<file path="src/rtl/mem_arb2_pkg.sv">
// mem_arb2 shared types: arbiter state, default error
// data, counter width and a saturating increment helper.
package mem_arb_pkg;

  typedef enum logic {
    ARB_IDLE,
    ARB_BUSY
  } arb_state_t;

  localparam logic [31:0] ERR_RDATA_DEF = 32'hDEADBEEF;
  localparam int          CNT_W         = 32;

  function automatic logic [CNT_W-1:0] sat_inc(
    input logic [CNT_W-1:0] v,
    input logic             en
  );
    return (en && !(&v)) ? v + CNT_W'(1) : v;
  endfunction

endpackage

</file>
<file path="src/rtl/mem_arb2_if.sv">
// picorv32-native memory port bundle; master drives the
// request, slave answers with ready/rdata.
interface mem_arb2_if #(
  parameter int ADDR_W = 32,
  parameter int DATA_W = 32
);

  logic                valid;
  logic                instr;
  logic [ADDR_W-1:0]   addr;
  logic [DATA_W-1:0]   wdata;
  logic [DATA_W/8-1:0] wstrb;
  logic                ready;
  logic [DATA_W-1:0]   rdata;

  modport master (
    output valid, instr, addr, wdata, wstrb,
    input  ready, rdata
  );

  modport slave (
    input  valid, instr, addr, wdata, wstrb,
    output ready, rdata
  );

endinterface

</file>
<file path="src/rtl/mem_arb2_rr_arb2.sv">
// Two-way round-robin grant: the requester that was not
// served last wins a tie. Purely combinational.
module rr_arb2 (
  input  logic [1:0] req,
  input  logic       last,
  output logic [1:0] gnt
);

  always_comb begin
    gnt = 2'b00;
    unique case (1'b1)
      (req == 2'b01): gnt = 2'b01;
      (req == 2'b10): gnt = 2'b10;
      (req == 2'b11): gnt = last ? 2'b01 : 2'b10;
      default:        gnt = 2'b00;
    endcase
  end

endmodule

</file>
<file path="src/rtl/mem_arb2.sv">
// Two-core round-robin arbiter for one picorv32 memory port
// with response timeout; MEM_ARB_STATS_EN adds counters.
module mem_arb2
  import mem_arb_pkg::*;
#(
  parameter int               ADDR_W    = 32,
  parameter int               DATA_W    = 32,
  parameter int               PRIO_INIT = 0,
  parameter int               TIMEOUT   = 0,
  parameter logic [DATA_W-1:0] ERR_RDATA =
    DATA_W'(ERR_RDATA_DEF)
) (
  input  logic      clk,
  input  logic      reset,
  mem_arb2_if.slave  m0,
  mem_arb2_if.slave  m1,
  mem_arb2_if.master s,
  output logic      timeout_err
`ifdef MEM_ARB_STATS_EN
  ,
  output logic [CNT_W-1:0] grant_cnt0,
  output logic [CNT_W-1:0] grant_cnt1,
  output logic [CNT_W-1:0] wait_cnt0,
  output logic [CNT_W-1:0] wait_cnt1
`endif
);

  localparam logic LAST_RST = (PRIO_INIT == 0);
  localparam logic [CNT_W-1:0] TLIM =
    CNT_W'(TIMEOUT > 0 ? TIMEOUT - 1 : 0);

  arb_state_t        state;
  logic              grant;
  logic              last;
  logic [CNT_W-1:0]  tcnt;
  logic [1:0]        gnt;
  logic              busy;
  logic              expire;
  logic              done;
  logic [DATA_W-1:0] rdat;

  rr_arb2 u_rr (
    .req  ({m1.valid, m0.valid}),
    .last (last),
    .gnt  (gnt)
  );

  assign busy   = (state == ARB_BUSY);
  assign expire = (TIMEOUT > 0) && busy &&
                  !s.ready && (tcnt == TLIM);
  assign done   = busy && (s.ready || expire);
  assign rdat   = expire ? ERR_RDATA : s.rdata;

  assign s.valid = busy;
  assign s.instr = grant ? m1.instr : m0.instr;
  assign s.addr  = grant ? m1.addr  : m0.addr;
  assign s.wdata = grant ? m1.wdata : m0.wdata;
  assign s.wstrb = grant ? m1.wstrb : m0.wstrb;

  assign m0.ready = done && !grant;
  assign m1.ready = done && grant;
  assign m0.rdata = (busy && !grant) ? rdat : '0;
  assign m1.rdata = (busy && grant) ? rdat : '0;

  always_ff @(posedge clk) begin
    if (reset) begin
      state       <= ARB_IDLE;
      grant       <= 1'b0;
      last        <= LAST_RST;
      tcnt        <= '0;
      timeout_err <= 1'b0;
    end else begin
      unique case (state)
        ARB_IDLE: begin
          tcnt <= '0;
          if (|gnt) begin
            grant <= gnt[1];
            state <= ARB_BUSY;
          end
        end
        ARB_BUSY: begin
          if (done) begin
            state <= ARB_IDLE;
            last  <= grant;
            tcnt  <= '0;
          end else begin
            tcnt <= tcnt + CNT_W'(1);
          end
          if (expire) timeout_err <= 1'b1;
        end
      endcase
    end
  end

`ifdef MEM_ARB_STATS_EN
  always_ff @(posedge clk) begin
    if (reset) begin
      grant_cnt0 <= '0;
      grant_cnt1 <= '0;
      wait_cnt0  <= '0;
      wait_cnt1  <= '0;
    end else begin
      grant_cnt0 <= sat_inc(grant_cnt0, m0.ready);
      grant_cnt1 <= sat_inc(grant_cnt1, m1.ready);
      wait_cnt0  <= sat_inc(wait_cnt0,
                            m0.valid && !m0.ready);
      wait_cnt1  <= sat_inc(wait_cnt1,
                            m1.valid && !m1.ready);
    end
  end
`endif

endmodule

</file>
<file path="src/flat_wrapper.sv">
// flat-port wrapper written by rule: the top's interface ports become plain ports
module mem_arb2_flat import mem_arb_pkg::*;
#(
  parameter int               ADDR_W    = 32,
  parameter int               DATA_W    = 32,
  parameter int               PRIO_INIT = 0,
  parameter int               TIMEOUT   = 0,
  parameter logic [DATA_W-1:0] ERR_RDATA =
    DATA_W'(ERR_RDATA_DEF)
)
  (clk, reset, timeout_err, m0_valid, m0_instr, m0_addr, m0_wdata, m0_wstrb, m0_ready, m0_rdata, m1_valid, m1_instr, m1_addr, m1_wdata, m1_wstrb, m1_ready, m1_rdata, s_valid, s_instr, s_addr, s_wdata, s_wstrb, s_ready, s_rdata);
  mem_arb2_if #(.ADDR_W(ADDR_W), .DATA_W(DATA_W)) m0_i ();
  mem_arb2_if #(.ADDR_W(ADDR_W), .DATA_W(DATA_W)) m1_i ();
  mem_arb2_if #(.ADDR_W(ADDR_W), .DATA_W(DATA_W)) s_i ();
  input  logic clk;
  input  logic reset;
  output logic timeout_err;
  input wire logic [$bits(m0_i.valid)-1:0] m0_valid;
  input wire logic [$bits(m0_i.instr)-1:0] m0_instr;
  input wire logic [$bits(m0_i.addr)-1:0] m0_addr;
  input wire logic [$bits(m0_i.wdata)-1:0] m0_wdata;
  input wire logic [$bits(m0_i.wstrb)-1:0] m0_wstrb;
  output wire logic [$bits(m0_i.ready)-1:0] m0_ready;
  output wire logic [$bits(m0_i.rdata)-1:0] m0_rdata;
  input wire logic [$bits(m1_i.valid)-1:0] m1_valid;
  input wire logic [$bits(m1_i.instr)-1:0] m1_instr;
  input wire logic [$bits(m1_i.addr)-1:0] m1_addr;
  input wire logic [$bits(m1_i.wdata)-1:0] m1_wdata;
  input wire logic [$bits(m1_i.wstrb)-1:0] m1_wstrb;
  output wire logic [$bits(m1_i.ready)-1:0] m1_ready;
  output wire logic [$bits(m1_i.rdata)-1:0] m1_rdata;
  output wire logic [$bits(s_i.valid)-1:0] s_valid;
  output wire logic [$bits(s_i.instr)-1:0] s_instr;
  output wire logic [$bits(s_i.addr)-1:0] s_addr;
  output wire logic [$bits(s_i.wdata)-1:0] s_wdata;
  output wire logic [$bits(s_i.wstrb)-1:0] s_wstrb;
  input wire logic [$bits(s_i.ready)-1:0] s_ready;
  input wire logic [$bits(s_i.rdata)-1:0] s_rdata;
  assign m0_i.valid = m0_valid;
  assign m0_i.instr = m0_instr;
  assign m0_i.addr = m0_addr;
  assign m0_i.wdata = m0_wdata;
  assign m0_i.wstrb = m0_wstrb;
  assign m0_ready = m0_i.ready;
  assign m0_rdata = m0_i.rdata;
  assign m1_i.valid = m1_valid;
  assign m1_i.instr = m1_instr;
  assign m1_i.addr = m1_addr;
  assign m1_i.wdata = m1_wdata;
  assign m1_i.wstrb = m1_wstrb;
  assign m1_ready = m1_i.ready;
  assign m1_rdata = m1_i.rdata;
  assign s_valid = s_i.valid;
  assign s_instr = s_i.instr;
  assign s_addr = s_i.addr;
  assign s_wdata = s_i.wdata;
  assign s_wstrb = s_i.wstrb;
  assign s_i.ready = s_ready;
  assign s_i.rdata = s_rdata;
  mem_arb2 #(.ADDR_W(ADDR_W), .DATA_W(DATA_W), .PRIO_INIT(PRIO_INIT), .TIMEOUT(TIMEOUT), .ERR_RDATA(ERR_RDATA)) u_core (.clk(clk), .reset(reset), .m0(m0_i), .m1(m1_i), .s(s_i), .timeout_err(timeout_err));
endmodule
</file>
<file path="config.mk">
export PLATFORM = sky130hd
export DESIGN_NAME = mem_arb2_flat
export DESIGN_NICKNAME = d
export VERILOG_FILES = /design/src/rtl/mem_arb2_pkg.sv /design/src/rtl/mem_arb2_if.sv /design/src/rtl/mem_arb2_rr_arb2.sv /design/src/rtl/mem_arb2.sv /design/src/flat_wrapper.sv
export SDC_FILE = /design/constraint.sdc
export NUM_CORES = 1
export LEC_CHECK = 0
export BUFFER_PORTS_ARGS = -buffer_cell sky130_fd_sc_hd__buf_2
export CAP_MARGIN = 40
export CORE_AREA = 2 2 121 123
export DETAILED_ROUTE_END_ITERATION = 7
export DIE_AREA = 0 0 123 125
export SLEW_MARGIN = 20
export SYNTH_ARGS = -nofsm -noshare
export SYNTH_HDL_FRONTEND = slang
export SYNTH_HIERARCHICAL = 1
export SYNTH_SLANG_ARGS = --single-unit
</file>
<file path="constraint.sdc">
create_clock -name clk -period 1.05 [get_ports clk]
set_input_delay 0.105 -clock clk [delete_from_list [all_inputs] [get_ports clk]]
set_output_delay 0.105 -clock clk [all_outputs]
set_load 0.01 [all_outputs]
</file>
==> results.md, run 1 <==
- Fmax: about 700 MHz
- Total grt overflow: 0
- Met3 Usage GRT: under 10%
- Leakage: 2.39 nW
- Initial cell density of the core: 10.9%
- Power Total: between 2 and 3 mW
- Flop2flop setup slack: -0.17 ns
- Fillers: roughly 1,500
- Area after DPL: 3370 sq um
- CTS Buffer Depth: 2
- Synth async-reset ratio: 0%
- Net Sw Frac: roughly a third
- Avg Cell Area, Syn: roughly 9.1 sq um
- Pins Over Slew Limit: 0
- CP Max Fanout: 12
- Root Driver: clkbuf_16
- Setup CP Type: reg -> out
- Unrepaired setup endpoints after global routing: yes
- Number of detailed-route iterations in the first pass: 4
- Diodes inserted: 0
- GPL Wtd Cong: slightly below 0.9
- Die width: 123 um
- Vias in the first global route: between 2,000 and 2,500
- Synth-to-Final Area Change: 162%
- Clk_lat worst skew: approximately 0.22 ns
- Die area: around 15,000 sq um
- Most frequent cells in the layout: 267 x buf_2, 45 x buf_6, 42 x mux2_4, 31 x and3_1, 31 x and2_1
- Warnings, synthesis: 6
- I/O pin count: between 300 and 400
- Most Crowded Layer GR: met2
- Site row count: 44
- Nets: roughly 670
- First-pass GRT wire length: 11,200 um
- Net Switching: ~0.96 mW
- #FFs+latches synth: 3
- Syn_nets: 346
- Pin count of the biggest net entering global routing: 30
- M1 GR Usage: a little under a tenth
- EDFF count, synth: 0
- Sequential fraction of the synthesis area: under 10%
- Core Box Area: between 10,000 and 15,000 sq um
- Clk slew on worst S/H paths: about 0.030 ns
- Remaining DRCs: 0
- Final period util: 139%
- Hold crit path type: in -> reg
- Most common cell after layout, fill and taps aside: buf_2
- Port bufs: 310
- Post-route ant nets: 0
- Htree depth: 1
- Endpoints failing setup: around 140
- Final Hold Fails: 0
- Avg Vias per Cell: between 3 and 4
- Initial DRC count: 46
- Setup slack after layout: -0.414 ns
- Power density over the cells: approximately 700 nW/um^2
- Crit. End Element: output pin
- Status: finished, violations left
- CTS tree: done
- Flop pwr share: 4.8%
- Clock power share: roughly a fifth
- Hold Buf Count CTS: 0
- Arrival @ worst endpoint: 1.36 ns
- IR drop worst, VDD: approximately 0.4 mV
- Met2 Use GR: between 10% and 20%
- Clk_skew: 0.0000289 ns
- Final HPWL DP: 7170 um
- Failing checks: negative setup slack
- Max Cap Violations: 0
- Startpoint Class: flop
- Post-synthesis cell count: about 170
- Routed len/inst: about 13 um
- Layout cells sized above 1: 85.1%
- Power Internal: approximately 1.9 mW
- Initial antenna violation count: 0
- All-Layer GR Usage: just over 9%
- Clock Sinks: 3
- Design Area, Final: 4070 sq um
- Post-synthesis cell area: ~1600 sq um
- Vias: 2,593
- Main flop type after synthesis: dfxtp_1
- Die Ht: 125 um
- Comb pwr share: about three quarters
- Post-synth cell types: 22
- CTS buffer count: 3
- Required time of the critical path: 0.94 ns
- Tmin final: ~1.5 ns
- Routed wire length: 9110 um
worst max-delay path, cell delays in order (launching register included):
cell	delay [ns]
dfxtp_4	0.37
buf_12	0.12
clkbuf_16	0.16
mux2_2	0.35
buf_6	0.12
cells by family after synthesis:
logic type             share of synthesized area [%]
other                                          0.242
multiplexers                                    56.6
AO/OA/AOI/OAI                                   2.58
AND/OR/NAND/NOR                                 28.4
flip-flops                                      3.87
buffers and inverters                           8.38
synthesized netlist by cell type, types with 2 or more instances:
library cell / number / area (sq um)
and2_1: 32 / 200
and3_1: 33 / 206
buf_2: 5 / 25.0
buf_6: 5 / 56.3
clkbuf_1: 9 / 33.8
dfxtp_1: 3 / 60.1
inv_1: 2 / 7.51
mux2_2: 42 / 473
mux2_4: 27 / 405
repair_timing:
item,4_1_cts,5_1_grt
gates resized for setup,22,67
setup endpoints to repair,137,137
endpoints found under the hold margin,0,0
setup buffers,0,5
gates cloned,0,5
pin swaps,1,0
metal layers:
| layer | wire, um | up-vias |
|---|---|---|
| met4 | 27 | 0 |
| met3 | 836 | 2 |
| met5 | 0 | - |
| met2 | 5020 | 144 |
| li1 | - | 1247 |
| met1 | 3220 | 1200 |
area by class of cell:
class                           instances  area [sq um]  share of cell area [%]
Clock buffer                            4          78.8                    1.94
Inverter                                2          7.51                   0.184
Multi-Input combinational cell        146          1460                    35.9
Sequential cell                         3          63.8                    1.57
Tap cell                              184           230                    5.66
Timing Repair Buffer                  336          2230                    54.7
power groups by stage:
stage	Sequential, mW	Combinational [mW]	Clock [mW]
3_5_place_dp	0.144	1.67	0
4_1_cts	0.144	1.78	0.612
2_1_floorplan	0.134	0.879	0
3_3_place_gp	0.142	1.66	0
5_1_grt	0.141	2.28	0.625
6_report	0.139	2.12	0.602
state kept, by name (all words and copies together), names as in the netlist:
register and count:
u_core/last 1, u_core/s.valid 1, u_core/grant 1
worst paths after layout:
check	to	start	cells past startpoint
max	s_wdata[1]	u_core/grant	4
min	u_core/last	reset	2
min reg2reg	u_core/last	u_core/last	2
max reg2reg	u_core/last	u_core/grant	4
metrics by stage:
stage | setup slack [ns] | std cells | utilization (%) | hold WS, ns | setup TNS [ns]
2_1_floorplan | -0.0478 | 171 | - | 0.183 | -3.54
3_3_place_gp | -0.169 | 661 | 23.7 | 0.344 | -13.87
3_5_place_dp | -0.187 | 661 | 23.7 | 0.347 | -15.74
4_1_cts | -0.419 | 665 | 25.2 | 0.127 | -47.10
5_1_grt | -0.451 | 675 | 28.7 | 0.160 | -53.99
6_report | -0.414 | 675 | 28.7 | 0.143 | -47.63
No activity file was read; power rests on OpenSTA's default activity.
==> run 2, diff against run 1 <==
ABC_AREA = 1   (was unset)
CELL_PAD_IN_SITES_DETAIL_PLACEMENT = 1   (was unset)
CELL_PAD_IN_SITES_GLOBAL_PLACEMENT = 1   (was unset)
CORE_AREA = 2 2 120 122   (was 2 2 121 123)
DIE_AREA = 0 0 122 124   (was 0 0 123 125)
PLACE_DENSITY_LB_ADDON = 0.1   (was unset)
clock period = 1.7 ns   (was 1.05 ns; I/O delays follow)
==> run 2 against run 1 <==
  * The run now ends clean
  * Global-route usage rose by 3.0 points
  * Combinational power fell by 46%
  * Count of clock-buffer cells in the layout did not move
  * Critical endpoint is now s_wdata[2]
  * Wire length rose by 16%
  * Critical path depth rose by 1
  * Clock skew rose by 0.0014 ns
  * Die area fell by 1.6%
  * Core utilization fell by 4.5 points
  * Worst setup slack improved by 0.62 ns
  * Clock power fell by 38%
  * Synthesized cell count rose by 110%
==> results.md, run 2 <==
- Post-route ant nets: 0
- Clock Sinks: 3
- Core Box Area: around 14,000 sq um
- Total grt overflow: 0
- Warnings, synthesis: 6
- Design Area, Final: 3320 sq um
- Clk_skew: 0.00143 ns
- Met3 wire length: between 800 and 900 um
- Avg Vias per Cell: ~3.7
- Max layer used: met4
- Final HPWL DP: between 8000 and 9000 um
- Vias in the first global route: roughly 2,900
- Postcts setup bufs: 0
- Syn_nets: around 530
- Post-synth cell types: 14
- Clk_lat worst skew: about 0.22 ns
- Initial antenna violation count: 0
- Site row count: 43
- Hold crit path type: in -> reg
- Final Hold Fails: 0
- Leakage: 2.40 nW
- Port bufs: between 300 and 400
- Main flop type after synthesis: dfxtp_1
- Status: finished clean
- Arrival @ worst endpoint: around 1.3 ns
- Remaining DRCs: 0
- All-Layer GR Usage: approximately 12%
- Pin count of the biggest net entering global routing: 70
- Most common cell after layout, fill and taps aside: buf_2
- Synth top cells by count: 214 x nand2_1, 37 x inv_1, 37 x nor2_1, 33 x nor2_2, 8 x buf_4
- Max Cap Violations: 0
- Nets: a little over 800
- Diodes inserted: 0
- CP Max Fanout: between 60 and 70
- Pins Over Slew Limit: 0
- Fmax: roughly 670 MHz
- Most frequent cells in the layout: 310 x buf_2, 214 x nand2_1, 37 x inv_1, 37 x nor2_1, 33 x nor2_2
- Crit. End Element: output pin
- Setup CP Type: reg -> out
- CTS buffer count: 3
- Initial DRC count: 100
- First-pass GRT wire length: 14,600 um
- Synth-to-Final Area Change: 112%
- EDFF count, synth: 0
- Post-synth top area cell: nand2_1
- Routed wire length: 10,500 um
- Post-synth top area share: between 50% and 60%
- Sequential fraction of the synthesis area: 3.83%
- Fillers: 1,906
- CTS tree: done
- Unrepaired setup endpoints after global routing: no
- #FFs+latches synth: 3
- Number of detailed-route iterations in the first pass: 4
- Hold Buf Count CTS: 0
- Endpoints failing setup: 0
- Initial cell density of the core: 11.4%
- Synth async-reset ratio: 0%
- Avg Cell Area, Syn: ~4.4 sq um
- Met2 WL: about 5900 um
- Layout cells sized above 1: a little over half
- Root Driver: clkbuf_16
- Die Ht: ~120 um
- Die area: around 15,000 sq um
- # resized after CTS: 0
- Post-synthesis cell area: approximately 1600 sq um
- Routed len/inst: 12.7 um
- Ranking of synthesized cells by area: nand2_1 51%, nor2_2 13%, inv_1 8.9%
- GPL Wtd Cong: just under 0.8
- Area after DPL: about 3200 sq um
- I/O pin count: ~310
- CTS Buffer Depth: 2
- Final period util: a little under 90%
- Power density over the cells: 487 nW/um^2
- Tmin final: about 1.5 ns
- Die width: ~120 um
- Most frequent cell after synthesis: nand2_1
- Vias: 3,086
- Required time of the critical path: between 1.5 and 2 ns
- Post-synthesis cell count: about 350
- Clk slew on worst S/H paths: ~0.030 ns
- Met1 WL: around 3700 um
- Startpoint Class: flop
- Final setup TNS: 0 ns
- IR drop worst, VDD: ~0.32 mV
- Htree depth: 1
[run 2: worst paths after layout]
path	from	end	slack (ns)	depth (start not counted)
worst min-delay path	reset	u_core/last	0.19	3
worst max-delay path	u_core/grant	s_wdata[2]	0.21	5
worst min register to register	u_core/last	u_core/last	0.51	2
worst max register to register	u_core/grant	u_core/grant	0.61	5
[run 2: power breakdown]
group	switching, mW	internal, mW
registers	0.0161	0.0789
logic	0.665	0.486
clock network	0.0621	0.309
total	0.744	0.874
[run 2: layout make-up]
class	count	area [sq um]	area share, %
timing repair buffer	314	1620	48.8
clock buffer	4	78.8	2.37
inverter	38	145	4.37
tap	180	225	6.78
sequential	3	61.3	1.85
multi-input combinational	291	1190	35.8
[run 2: stage by stage]
stage | setup slack [ns] | cells | hold WS [ns] | total power [mW] | utilization, %
detailed placement | 0.423 | 826 | 0.429 | 1.27 | 23.6
CTS | 0.181 | 830 | 0.201 | 1.65 | 24.2
global placement | 0.418 | 826 | 0.432 | 1.27 | 23.6
finish | 0.206 | 830 | 0.193 | 1.62 | 24.2
global route | 0.0904 | 830 | 0.206 | 1.77 | 24.2
floorplan | 0.592 | 354 | 0.302 | 0.712 | -
[run 2: worst max-delay path, cell delays in order (launching register included)]
cell     delay [ns]
dfxtp_2        0.37
inv_4          0.10
buf_12         0.26
nand2_1        0.10
nand2_1        0.06
buf_2          0.14
[run 2: metal layers]
layer,vias to the layer above,global-route usage [%]
li1,1595,-
met1,1342,12.4
met2,141,25.0
met3,8,2.06
met4,0,2.73
met5,-,0
[run 2: cells by family (layout without fill, tap and decap cells)]
family	Yosys count	count (layout)	share of synthesized area [%]
flops	3	3	3.83
compound gates	1	1	0.319
buf+inv	60	356	20.3
other cells	1	1	0.239
simple gates	289	289	75.3
==> run 3, diff against run 2 <==
--- a/config.mk
+++ b/config.mk
@@ -7,12 +7,12 @@
 export LEC_CHECK = 0
 export ABC_AREA = 1
-export BUFFER_PORTS_ARGS = -buffer_cell sky130_fd_sc_hd__buf_2
 export CAP_MARGIN = 40
 export CELL_PAD_IN_SITES_DETAIL_PLACEMENT = 1
 export CELL_PAD_IN_SITES_GLOBAL_PLACEMENT = 1
-export CORE_AREA = 2 2 120 122
+export CORE_AREA = 2 2 123 125
 export DETAILED_ROUTE_END_ITERATION = 7
-export DIE_AREA = 0 0 122 124
-export PLACE_DENSITY_LB_ADDON = 0.1
+export DIE_AREA = 0 0 125 127
+export DONT_BUFFER_PORTS = 1
+export PLACE_DENSITY = 0.35
 export SLEW_MARGIN = 20
 export SYNTH_ARGS = -nofsm -noshare
==> constraint.sdc (replaced) <==
create_clock -name clk -period 1.7 [get_ports clk]
set_input_delay 0.17 -clock clk [delete_from_list [all_inputs] [get_ports clk]]
set_output_delay 0.17 -clock clk [all_outputs]
set_load 0.005 [all_outputs]
==> run 3 against run 2 <==
  * Non-clock buffer count fell by 307
  * Design area fell by 46%
  * Count of clock-buffer cells in the layout did not move
  * Largest power group unchanged
  * Highest routed layer unchanged
==> results.md, run 3 (same netlist as run 2, synthesis figures left out) <==
- Htree depth: 1
- Die area: about 16,000 sq um
- Core Box Area: about 14,000 sq um
- Status: finished clean
- Final setup TNS: 0 ns
- Postcts setup bufs: 0
- Pins Over Slew Limit: 0
- Endpoints failing setup: 0
- Routed len/inst: roughly 13 um
- CP Max Fanout: 17
- Most common cell after layout, fill and taps aside: nand2_1
- Leakage: roughly 1.1 nW
- Clk_lat worst skew: roughly 0.23 ns
- CTS buffer count: 3
- # placed instances: about 520
- Unrepaired setup endpoints after global routing: no
- Site row count: between 40 and 50
- I/O pin count: 312
- Multi-input gate area: 1190 sq um
- Fmax: between 700 and 800 MHz
- Startpoint Class: flop
- Root Driver: clkbuf_16
- Port bufs: 0
- Tmin final: 1.41 ns
- Number of detailed-route iterations in the first pass: 4
- Die width: 125 um
- Final HPWL DP: 5850 um
- Total grt overflow: 0
- Register area: ~61 sq um
- Final period util: between 80% and 90%
- Crit-path cells: nand2_4 -> buf_12 -> nor2_1
- CTS Buffer Depth: 2
- Clk slew on worst S/H paths: about 0.030 ns
- Die Ht: 127 um
- Fillers: roughly 1,900
- Diodes inserted: 0
- GPL Wtd Cong: roughly 0.7
- Hold crit path type: in -> reg
- Initial DRC count: 38
- Max Cap Violations: 0
- Vias: 2,055
- # resized after CTS: 0
- Crit. End Element: output pin
- Layout cells sized above 1: between 10 and 15%
- Initial cell density of the core: ~11%
- IR drop worst, VDD: about 0.44 mV
- Post-route ant nets: 0
- Setup CP Type: reg -> out
- Routed wire length: 6860 um
- Power density over the cells: between 500 and 600 nW/um^2
- Vias in the first global route: about 2,000
- CP Buf/Inv Count: 1
- Hold Buf Count CTS: 0
- Initial antenna violation count: 0
- Pin count of the biggest net entering global routing: ~70
- Avg Vias per Cell: 3.90
- Crit path max-delay family: flip-flops
- Clock Sinks: 3
- Critical path's slowest cell: dfxtp_1
- Synth-to-Final Area Change: 14.4%
- Arrival @ worst endpoint: approximately 1.2 ns
- Required time of the critical path: roughly 1.5 ns
- CTS tree: done
- Non-Filler Instances: 527
- All-Layer GR Usage: under 10%
- Most frequent cells in the layout: 214 x nand2_1, 37 x inv_1, 37 x nor2_1, 33 x nor2_2, 4 x buf_4
- CP max stage delay: roughly 0.5 ns
- Nets: slightly above 500
- First-pass GRT wire length: between 9000 and 10,000 um
- Remaining DRCs: 0
- Clk_skew: between 0.001 and 0.0015 ns
- Final Hold Fails: 0
run 3: final cells by class:
class	count	share of cell area, %
flip-flops and latches	3	3.41
well taps	184	12.8
inverters	38	8.08
repair buffers	7	5.02
multi-input cells	291	66.3
clock buffers	4	4.39
run 3: worst register-to-register path: cells and delay by family, from the launching register on:
family,cells,cell delay (ns)
DFF,1,0.38
buffers and inverters,2,0.37
and+or+nand+nor,3,0.23
run 3: path summary, 6_finish.rpt:
| check | slack (ns) | cells after the start | startpoint | endpoint |
|---|---|---|---|---|
| max | 0.29 | 3 | u_core/s.valid | m0_rdata[31] |
| min | 0.11 | 2 | reset | u_core/last |
| max reg2reg | 0.61 | 5 | u_core/grant | u_core/grant |
| min reg2reg | 0.50 | 2 | u_core/last | u_core/last |
run 3: per-stage QoR:
step	hold WS (ns)	cell area (sq um)	setup slack, ns	util (%)	power (mW)
after global routing	0.123	1800	0.189	12.4	1.16
after floorplan	0.302	1570	0.697	-	0.598
after CTS	0.113	1800	0.259	12.4	1.08
after global placement	0.335	1720	0.507	11.9	0.689
final	0.106	1800	0.286	12.4	1.06
after detailed placement	0.334	1720	0.500	11.9	0.697
run 3: routing by layer:
metal  vias up  part of all wire (%)  routed length [um]  GRT usage [%]
li1        983                     -                   -              -
met1       905                    33                2270           7.54
met2       162                    55                3780           14.8
met3         5                    11                 735           1.68
met4         0                   1.0                  70           1.70
met5         -                     0                   0              0
run 3: power by group:
group | leakage (nW) | internal [mW] | switching [mW]
sequential | 0.0252 | 0.0789 | 0.0171
clock | 0.0382 | 0.310 | 0.0684
combinational | 1.03 | 0.172 | 0.415
